**src/rtl/dmem_pkg.sv**
```systemverilog
// Shared definitions for the data-memory arbiter.
//   state_t        : arbiter FSM encoding (IDLE / ACCESS / RESP)
//   DMEM_*         : memory geometry (32 words of 32 bits, 5 index bits)
//   addr_in_range  : true when every address bit above the word index is zero
package dmem_pkg;

  localparam int DMEM_WORDS     = 32;
  localparam int DMEM_ADDR_BITS = 5;
  localparam int DMEM_WORD_W    = 32;

  typedef logic [DMEM_WORD_W-1:0] word_t;

  typedef enum logic [1:0] {
    ST_IDLE   = 2'd0,
    ST_ACCESS = 2'd1,
    ST_RESP   = 2'd2
  } state_t;

  function automatic logic addr_in_range(input word_t addr, input int unsigned abits);
    return (addr >> abits) == '0;
  endfunction

endpackage

```
**src/rtl/dmem_arbiter_32_if.sv**
```systemverilog
// Bus bundle between the two requesters, the arbiter and the data memory.
//   p0_* / p1_*   : requester ports (req, write, addr, wdata in; ack, rdata, err out)
//   mem_*         : memory port (address, write data, MemWrite, MemRead out; read data in)
//   busy          : arbiter not idle
//   dbg_state     : arbiter FSM state, dbg_wait_cnt : starvation counter
//
// Handshake: a requester raises pN_req with write/addr/wdata stable and keeps
// them until pN_ack pulses for one cycle; rdata/err are valid only in that
// cycle. In the cycle after ack the requester drops req or presents a new
// request; a req seen while the arbiter is idle always starts a new access.
interface dmem_arbiter_32_if;
  import dmem_pkg::*;

  logic        p0_req;
  logic        p0_write;
  logic [31:0] p0_addr;
  logic [31:0] p0_wdata;
  logic        p0_ack;
  logic [31:0] p0_rdata;
  logic        p0_err;

  logic        p1_req;
  logic        p1_write;
  logic [31:0] p1_addr;
  logic [31:0] p1_wdata;
  logic        p1_ack;
  logic [31:0] p1_rdata;
  logic        p1_err;

  logic [31:0] mem_address;
  logic [31:0] mem_write_data;
  logic        mem_write;
  logic        mem_read;
  logic [31:0] mem_read_data;

  logic        busy;
  state_t      dbg_state;
  logic [3:0]  dbg_wait_cnt;

  modport slave (
    input  p0_req, p0_write, p0_addr, p0_wdata,
    input  p1_req, p1_write, p1_addr, p1_wdata,
    input  mem_read_data,
    output p0_ack, p0_rdata, p0_err,
    output p1_ack, p1_rdata, p1_err,
    output mem_address, mem_write_data, mem_write, mem_read,
    output busy, dbg_state, dbg_wait_cnt
  );

  modport master (
    output p0_req, p0_write, p0_addr, p0_wdata,
    output p1_req, p1_write, p1_addr, p1_wdata,
    output mem_read_data,
    input  p0_ack, p0_rdata, p0_err,
    input  p1_ack, p1_rdata, p1_err,
    input  mem_address, mem_write_data, mem_write, mem_read,
    input  busy, dbg_state, dbg_wait_cnt
  );

endinterface

```
**src/rtl/dmem_prio_sel.sv**
```systemverilog
// Combinational priority choice between the two requesters.
//   p0_req_i, p1_req_i : requests
//   wait_cnt_i         : consecutive port-0 grants while port 1 was pending
//   grant_valid_o      : some port is requesting
//   grant_sel_o        : 0 = port 0, 1 = port 1
module dmem_prio_sel #(
  parameter int MAX_WAIT = 4
) (
  input  logic       p0_req_i,
  input  logic       p1_req_i,
  input  logic [3:0] wait_cnt_i,
  output logic       grant_valid_o,
  output logic       grant_sel_o
);

  logic starved;

  // Port 1 overrides port 0 once it has watched MAX_WAIT port-0 grants go by.
  assign starved       = (wait_cnt_i == 4'(MAX_WAIT));
  assign grant_valid_o = p0_req_i | p1_req_i;
  assign grant_sel_o   = p1_req_i & (~p0_req_i | starved);

endmodule

```
**src/rtl/dmem_arbiter_32.sv**
```systemverilog
// Two-port arbiter in front of the 32-word data memory.
//   clk, reset_n : clock, asynchronous active-low reset
//   bus (slave)  : requester ports p0 (high priority) / p1 (low priority with
//                  starvation guard), memory port, busy and debug state
// Each access runs IDLE -> ACCESS -> RESP: the winning request is latched in
// IDLE, the memory is strobed in ACCESS, and the ack pulses in RESP.
module dmem_arbiter_32
  import dmem_pkg::*;
#(
  parameter int ADDR_BITS = DMEM_ADDR_BITS,
  parameter int MAX_WAIT  = 4
) (
  input  logic             clk,
  input  logic             reset_n,
  dmem_arbiter_32_if.slave bus
);

  state_t      state_q, state_d;
  logic [3:0]  wait_cnt_q, wait_cnt_d;
  logic        sel_q;
  logic        write_q;
  logic [31:0] addr_q;
  logic [31:0] wdata_q;
  logic [31:0] p0_rdata_q;
  logic [31:0] p1_rdata_q;

  logic grant_valid;
  logic grant_sel;
  logic load;
  logic in_range;

  dmem_prio_sel #(.MAX_WAIT(MAX_WAIT)) u_prio_sel (
    .p0_req_i      (bus.p0_req),
    .p1_req_i      (bus.p1_req),
    .wait_cnt_i    (wait_cnt_q),
    .grant_valid_o (grant_valid),
    .grant_sel_o   (grant_sel)
  );

  assign load     = (state_q == ST_IDLE) && grant_valid;
  assign in_range = addr_in_range(addr_q, ADDR_BITS);

  // State register
  always_ff @(posedge clk or negedge reset_n) begin
    if (!reset_n) begin
      state_q    <= ST_IDLE;
      wait_cnt_q <= 4'd0;
    end else begin
      state_q    <= state_d;
      wait_cnt_q <= wait_cnt_d;
    end
  end

  // Next-state logic
  always_comb begin
    state_d = state_q;
    case (state_q)
      ST_IDLE:   if (grant_valid) state_d = ST_ACCESS;
      ST_ACCESS: state_d = ST_RESP;
      ST_RESP:   state_d = ST_IDLE;
      default:   state_d = ST_IDLE;
    endcase
  end

  // The counter only moves on IDLE arbitration decisions; it is cleared
  // whenever port 1 is served or stops asking, so it measures one wait.
  always_comb begin
    wait_cnt_d = wait_cnt_q;
    if (state_q == ST_IDLE) begin
      if (!bus.p1_req || (grant_valid && grant_sel)) begin
        wait_cnt_d = 4'd0;
      end else if (grant_valid && !grant_sel && (wait_cnt_q != 4'(MAX_WAIT))) begin
        wait_cnt_d = wait_cnt_q + 4'd1;
      end
    end
  end

  // Request latch: requester inputs are ignored once the access has started.
  always_ff @(posedge clk or negedge reset_n) begin
    if (!reset_n) begin
      sel_q   <= 1'b0;
      write_q <= 1'b0;
      addr_q  <= 32'd0;
      wdata_q <= 32'd0;
    end else if (load) begin
      sel_q   <= grant_sel;
      write_q <= grant_sel ? bus.p1_write : bus.p0_write;
      addr_q  <= grant_sel ? bus.p1_addr  : bus.p0_addr;
      wdata_q <= grant_sel ? bus.p1_wdata : bus.p0_wdata;
    end
  end

  // Read data capture at the edge ending ACCESS. Out-of-range accesses
  // (read or write) return zero; in-range writes leave rdata untouched.
  always_ff @(posedge clk or negedge reset_n) begin
    if (!reset_n) begin
      p0_rdata_q <= 32'd0;
      p1_rdata_q <= 32'd0;
    end else if ((state_q == ST_ACCESS) && (!write_q || !in_range)) begin
      if (sel_q) p1_rdata_q <= in_range ? bus.mem_read_data : 32'd0;
      else       p0_rdata_q <= in_range ? bus.mem_read_data : 32'd0;
    end
  end

  // Outputs decoded from the state alone, so an asynchronous reset drops
  // the memory strobes in the same instant.
  always_comb begin
    bus.mem_address    = 32'd0;
    bus.mem_write_data = 32'd0;
    bus.mem_write      = 1'b0;
    bus.mem_read       = 1'b0;
    bus.p0_ack         = 1'b0;
    bus.p1_ack         = 1'b0;
    bus.p0_err         = 1'b0;
    bus.p1_err         = 1'b0;
    case (state_q)
      ST_ACCESS: begin
        bus.mem_address    = addr_q;
        bus.mem_write_data = wdata_q;
        bus.mem_write      = write_q & in_range;
        bus.mem_read       = ~write_q & in_range;
      end
      ST_RESP: begin
        bus.p0_ack = ~sel_q;
        bus.p1_ack = sel_q;
        bus.p0_err = ~sel_q & ~in_range;
        bus.p1_err = sel_q & ~in_range;
      end
      default: ;
    endcase
  end

  assign bus.p0_rdata     = p0_rdata_q;
  assign bus.p1_rdata     = p1_rdata_q;
  assign bus.busy         = (state_q != ST_IDLE);
  assign bus.dbg_state    = state_q;
  assign bus.dbg_wait_cnt = wait_cnt_q;

endmodule

```
**src/flat_wrapper.sv**
```systemverilog
// flat-port wrapper written by rule: the top's interface ports become plain ports
module dmem_arbiter_32_flat import dmem_pkg::*;
#(
  parameter int ADDR_BITS = DMEM_ADDR_BITS,
  parameter int MAX_WAIT  = 4
)
  (clk, reset_n, bus_p0_req, bus_p0_write, bus_p0_addr, bus_p0_wdata, bus_p1_req, bus_p1_write, bus_p1_addr, bus_p1_wdata, bus_mem_read_data, bus_p0_ack, bus_p0_rdata, bus_p0_err, bus_p1_ack, bus_p1_rdata, bus_p1_err, bus_mem_address, bus_mem_write_data, bus_mem_write, bus_mem_read, bus_busy, bus_dbg_state, bus_dbg_wait_cnt);
  dmem_arbiter_32_if bus_i ();
  input  logic clk;
  input  logic reset_n;
  input wire logic [$bits(bus_i.p0_req)-1:0] bus_p0_req;
  input wire logic [$bits(bus_i.p0_write)-1:0] bus_p0_write;
  input wire logic [$bits(bus_i.p0_addr)-1:0] bus_p0_addr;
  input wire logic [$bits(bus_i.p0_wdata)-1:0] bus_p0_wdata;
  input wire logic [$bits(bus_i.p1_req)-1:0] bus_p1_req;
  input wire logic [$bits(bus_i.p1_write)-1:0] bus_p1_write;
  input wire logic [$bits(bus_i.p1_addr)-1:0] bus_p1_addr;
  input wire logic [$bits(bus_i.p1_wdata)-1:0] bus_p1_wdata;
  input wire logic [$bits(bus_i.mem_read_data)-1:0] bus_mem_read_data;
  output wire logic [$bits(bus_i.p0_ack)-1:0] bus_p0_ack;
  output wire logic [$bits(bus_i.p0_rdata)-1:0] bus_p0_rdata;
  output wire logic [$bits(bus_i.p0_err)-1:0] bus_p0_err;
  output wire logic [$bits(bus_i.p1_ack)-1:0] bus_p1_ack;
  output wire logic [$bits(bus_i.p1_rdata)-1:0] bus_p1_rdata;
  output wire logic [$bits(bus_i.p1_err)-1:0] bus_p1_err;
  output wire logic [$bits(bus_i.mem_address)-1:0] bus_mem_address;
  output wire logic [$bits(bus_i.mem_write_data)-1:0] bus_mem_write_data;
  output wire logic [$bits(bus_i.mem_write)-1:0] bus_mem_write;
  output wire logic [$bits(bus_i.mem_read)-1:0] bus_mem_read;
  output wire logic [$bits(bus_i.busy)-1:0] bus_busy;
  output wire logic [$bits(bus_i.dbg_state)-1:0] bus_dbg_state;
  output wire logic [$bits(bus_i.dbg_wait_cnt)-1:0] bus_dbg_wait_cnt;
  assign bus_i.p0_req = bus_p0_req;
  assign bus_i.p0_write = bus_p0_write;
  assign bus_i.p0_addr = bus_p0_addr;
  assign bus_i.p0_wdata = bus_p0_wdata;
  assign bus_i.p1_req = bus_p1_req;
  assign bus_i.p1_write = bus_p1_write;
  assign bus_i.p1_addr = bus_p1_addr;
  assign bus_i.p1_wdata = bus_p1_wdata;
  assign bus_i.mem_read_data = bus_mem_read_data;
  assign bus_p0_ack = bus_i.p0_ack;
  assign bus_p0_rdata = bus_i.p0_rdata;
  assign bus_p0_err = bus_i.p0_err;
  assign bus_p1_ack = bus_i.p1_ack;
  assign bus_p1_rdata = bus_i.p1_rdata;
  assign bus_p1_err = bus_i.p1_err;
  assign bus_mem_address = bus_i.mem_address;
  assign bus_mem_write_data = bus_i.mem_write_data;
  assign bus_mem_write = bus_i.mem_write;
  assign bus_mem_read = bus_i.mem_read;
  assign bus_busy = bus_i.busy;
  assign bus_dbg_state = bus_i.dbg_state;
  assign bus_dbg_wait_cnt = bus_i.dbg_wait_cnt;
  dmem_arbiter_32 #(.ADDR_BITS(ADDR_BITS), .MAX_WAIT(MAX_WAIT)) u_core (.clk(clk), .reset_n(reset_n), .bus(bus_i));
endmodule
```
**config.mk**
```make
export PLATFORM = sky130hd
export DESIGN_NAME = dmem_arbiter_32_flat
export DESIGN_NICKNAME = d
export VERILOG_FILES = /design/src/rtl/dmem_pkg.sv /design/src/rtl/dmem_arbiter_32_if.sv /design/src/rtl/dmem_prio_sel.sv /design/src/rtl/dmem_arbiter_32.sv /design/src/flat_wrapper.sv
export SDC_FILE = /design/constraint.sdc
export NUM_CORES = 1
export LEC_CHECK = 0
export CORE_UTILIZATION = 40
export CTS_BUF_LIST = sky130_fd_sc_hd__clkbuf_4 sky130_fd_sc_hd__clkbuf_8
export CTS_CLUSTER_SIZE = 24
export DETAILED_ROUTE_END_ITERATION = 10
export PLACE_DENSITY = 0.78
export SYNTH_ARGS = -nofsm -noshare
export SYNTH_HDL_FRONTEND = slang
export SYNTH_SLANG_ARGS = --single-unit
```
**constraint.sdc**
```tcl
create_clock -name clk -period 2.4 [get_ports clk]
set_input_delay 0.72 -clock clk [delete_from_list [all_inputs] [get_ports clk]]
set_output_delay 0.72 -clock clk [all_outputs]
set_load 0.01 [all_outputs]
```
==> impl_metrics.json <==
{
  "outcome": "finished with violations",
  "violations": "negative setup slack",
  "seq_area_mm2": 0.003403,
  "track_usage_pct": 23.50,
  "dpl_cell_area_mm2": 0.01009,
  "final_area_mm2": 0.01041,
  "fin_nets": 1097,
  "drt-initial-drc-count": 262,
  "worst_ep_required_time_ps": 1680,
  "area_delta_synth_final_pct": 61.66,
  "antenna_found_initial": 0,
  "cts_buffers": 17,
  "dr.pass1.iters": 5,
  "fillers": 1306,
  "synth_fp_nets": 753,
  "ys_top_cells_by_area": "dfrtp_1, mux2i_1, a22o_1",
  "grt_max_degree": 67,
  "wl_mm": 19.39,
  "vias_per_cell": 4.952,
  "yosys.area.top_type": "dfrtp_1",
  "finalMaxSlewViolations": 0,
  "clock-sinks": 136,
  "r2r-end": "u_core.bus.p1_rdata[27]$_DFFE_PN0P_",
  "yosysTopAreaCellShare_pct": 52.88,
  "critPathCaptureType": "output pin",
  "synth-seq-cells": 136,
  "cts-root-buf": "clkbuf_8",
  "period_share_pct": 107.2,
  "rsz0062_at_grt": "yes",
  "synth-seq-area-share_pct": 52.88,
  "numPortBuffers": 306,
  "reg2reg_slack_ps": 310,
  "yosysWarnings": 0,
  "synth_edf_count": 0,
  "fin_crit_ps": 2573,
  "hold_class": "in -> async",
  "num_io_pins": 307,
  "reg2reg_from": "u_core.addr_q[7]$_DFFE_PN0P_",
  "arrival_ps": 1850,
  "drive_above_1_share_pct": 17.96,
  "p_leak_uw": 0.004551,
  "vdd_drop_max_mv": 0.4309,
  "grt_pass1_wl_mm": 29.24,
  "multi_input_area_mm2": 0.002870,
  "num_rows": 46,
  "wl_per_cell_um": 16.76,
  "holdWs_ps": 225.3,
  "die_w_um": 128.9,
  "ant_nets": 0,
  "netlist_area_mm2": 0.006436,
  "reg2regPathDepth": 7,
  "initial_core_util_pct": 40.81,
  "maxCapViolations": 0,
  "cts_tree": "built",
  "clockBufferDepth": 2,
  "synth_cell_type_count": 38,
  "diodes": 0,
  "clock-skew-final_ps": 14.51,
  "hold_viol_final": 0,
  "htreeDepth": 4,
  "syn_avg_cell_area_um2": 11.00,
  "worst_slew_pin_slew_ps": 528.1,
  "async_flop_share_pct": 100.0,
  "power_density_mw_per_mm2": 909.5,
  "crit_path_start_kind": "flop",
  "clock_latency_ps": 440,
  "final_core_util_pct": 65.98,
  "synthFlopType": "dfrtp_1",
  "clk_pin_slew_ps": 80,
  "netlist_instances": 585,
  "critPathMaxFanout": 3,
  "core_area_mm2": 0.01577,
  "maxSlewHeadroom_pct": 64.79,
  "grt-ovfl-total": 0,
  "setup_ws_ps": -172.6,
  "critPathKind": "reg -> out",
  "vias": 5729,
  "grt_pass1_vias": 5644,
  "setup_viol": 4,
  "drc": 0,
  "timing.fmax_ghz": 0.3887,
  "total_power_uw": 9463,
  "die_h_um": 128.9,
  "die_area_mm2": 0.01660,
  "gp_congestion": 0.8069,
  "dpl.hpwl_mm": 14.34
}
logic make-up after synthesis:
| family | Yosys count | synth area share (%) |
|---|---|---|
| AOI/OAI and AO/OA | 138 | 14.72 |
| buffers and inverters | 47 | 3.771 |
| DFF | 136 | 52.88 |
| muxes | 66 | 10.28 |
| adders and majority gates | 2 | 0.3887 |
| and+or+nand+nor | 196 | 17.96 |
layout by cell type (no fill, tap or decap), types with 4 or more instances in the layout:
cell type,Yosys,final
buf_4,5,50
dlygate4sd2_1,0,4
nor2_1,69,67
mux2i_1,65,65
clkbuf_8,0,20
nor2b_1,34,33
a21oi_1,66,66
a22o_1,62,62
buf_6,3,4
nor4_4,5,8
clkdlybuf4s50_1,0,234
buf_12,0,9
clkdlybuf4s15_1,0,14
and2_1,65,65
buf_2,20,5
clkbuf_2,0,46
dfrtp_1,136,136
through the flow:
| stage | setup WS [ps] | cells | setup TNS, ps |
|---|---|---|---|
| final | -172.6 | 1157 | -616.1 |
| after CTS | -224.2 | 1152 | -657.4 |
| after global routing | -254.7 | 1157 | -1011 |
| after global placement | -150.4 | 1119 | -393.2 |
| after floorplan | 309.3 | 585 | 0 |
| after detailed placement | -191.4 | 1119 | -487.7 |
repair_timing:
| action | 4_1_cts | 5_1_grt |
|---|---|---|
| hold buffers | 0 | 0 |
| pin swaps | 4 | 5 |
| endpoints found under the setup margin | 71 | 62 |
| gates cloned | 0 | 2 |
| buffers inserted | 2 | 3 |
| gates resized for setup | 133 | 85 |
per-layer routing:
layer / track usage [%] / share of wire [%]
met1: 27.47 / 39
met2: 41.40 / 52
met3: 5.863 / 7.1
met4: 9.204 / 2.0
met5: 0 / 0
worst max-delay path by stage:
stage	cells after the start	startpoint	endpoint	slack (ps)
floorplan	4	u_core.addr_q[15]$_DFFE_PN0P_	bus_mem_write	310
global placement	4	u_core.addr_q[7]$_DFFE_PN0P_	bus_mem_read	-150
detailed placement	4	u_core.addr_q[7]$_DFFE_PN0P_	bus_mem_read	-190
CTS	4	u_core.addr_q[12]$_DFFE_PN0P_	bus_mem_read	-220
global route	4	u_core.addr_q[22]$_DFFE_PN0P_	bus_mem_read	-250
finish	5	u_core.addr_q[7]$_DFFE_PN0P_	bus_mem_write	-170
registers in the layout (all words and copies together) (netlist names):
register	cells
u_core.addr_q	32
u_core.bus.p0_rdata	32
u_core.bus.p1_rdata	32
u_core.wdata_q	32
u_core.bus.dbg_wait_cnt	4
u_core.bus.dbg_state	2
u_core.sel_q	1
u_core.write_q	1
power by group:
part | switching, uW | internal, uW | total (uW)
registers | 413 | 2870 | 3280
clock network | 906 | 1120 | 2030
logic | 2190 | 1960 | 4150
total | 3510 | 5950 | 9460
worst max-delay path, stage by stage (launching register included):
cell and delay (ps):
dfrtp_1 410, nor4_4 350, nand4_4 210, nor2_4 140, and3_1 170, buf_4 140
synth_stat cells (2+ instances only):
library cell,count
a21oi_1,66
a22o_1,62
a32o_1,2
and2_1,65
buf_2,20
buf_4,5
buf_6,3
clkbuf_1,14
dfrtp_1,136
ha_1,2
inv_1,2
inv_2,2
mux2i_1,65
nand2_1,3
nand3_1,4
nor2_1,69
nor2b_1,34
nor3_1,2
nor3b_1,2
nor4_2,2
nor4_4,5
o21ai_0,3
o21ai_2,2
layout make-up:
cell class	count	share of cell area, %
flip-flops and latches	136	32.71
clock inverters	10	1.383
repair buffers	367	32.66
repair inverters	1	0.08417
inverters	4	0.2645
multi-input cells	402	27.59
clock buffers	21	2.718
well taps	216	2.597
No activity file was read; power rests on OpenSTA's default activity.
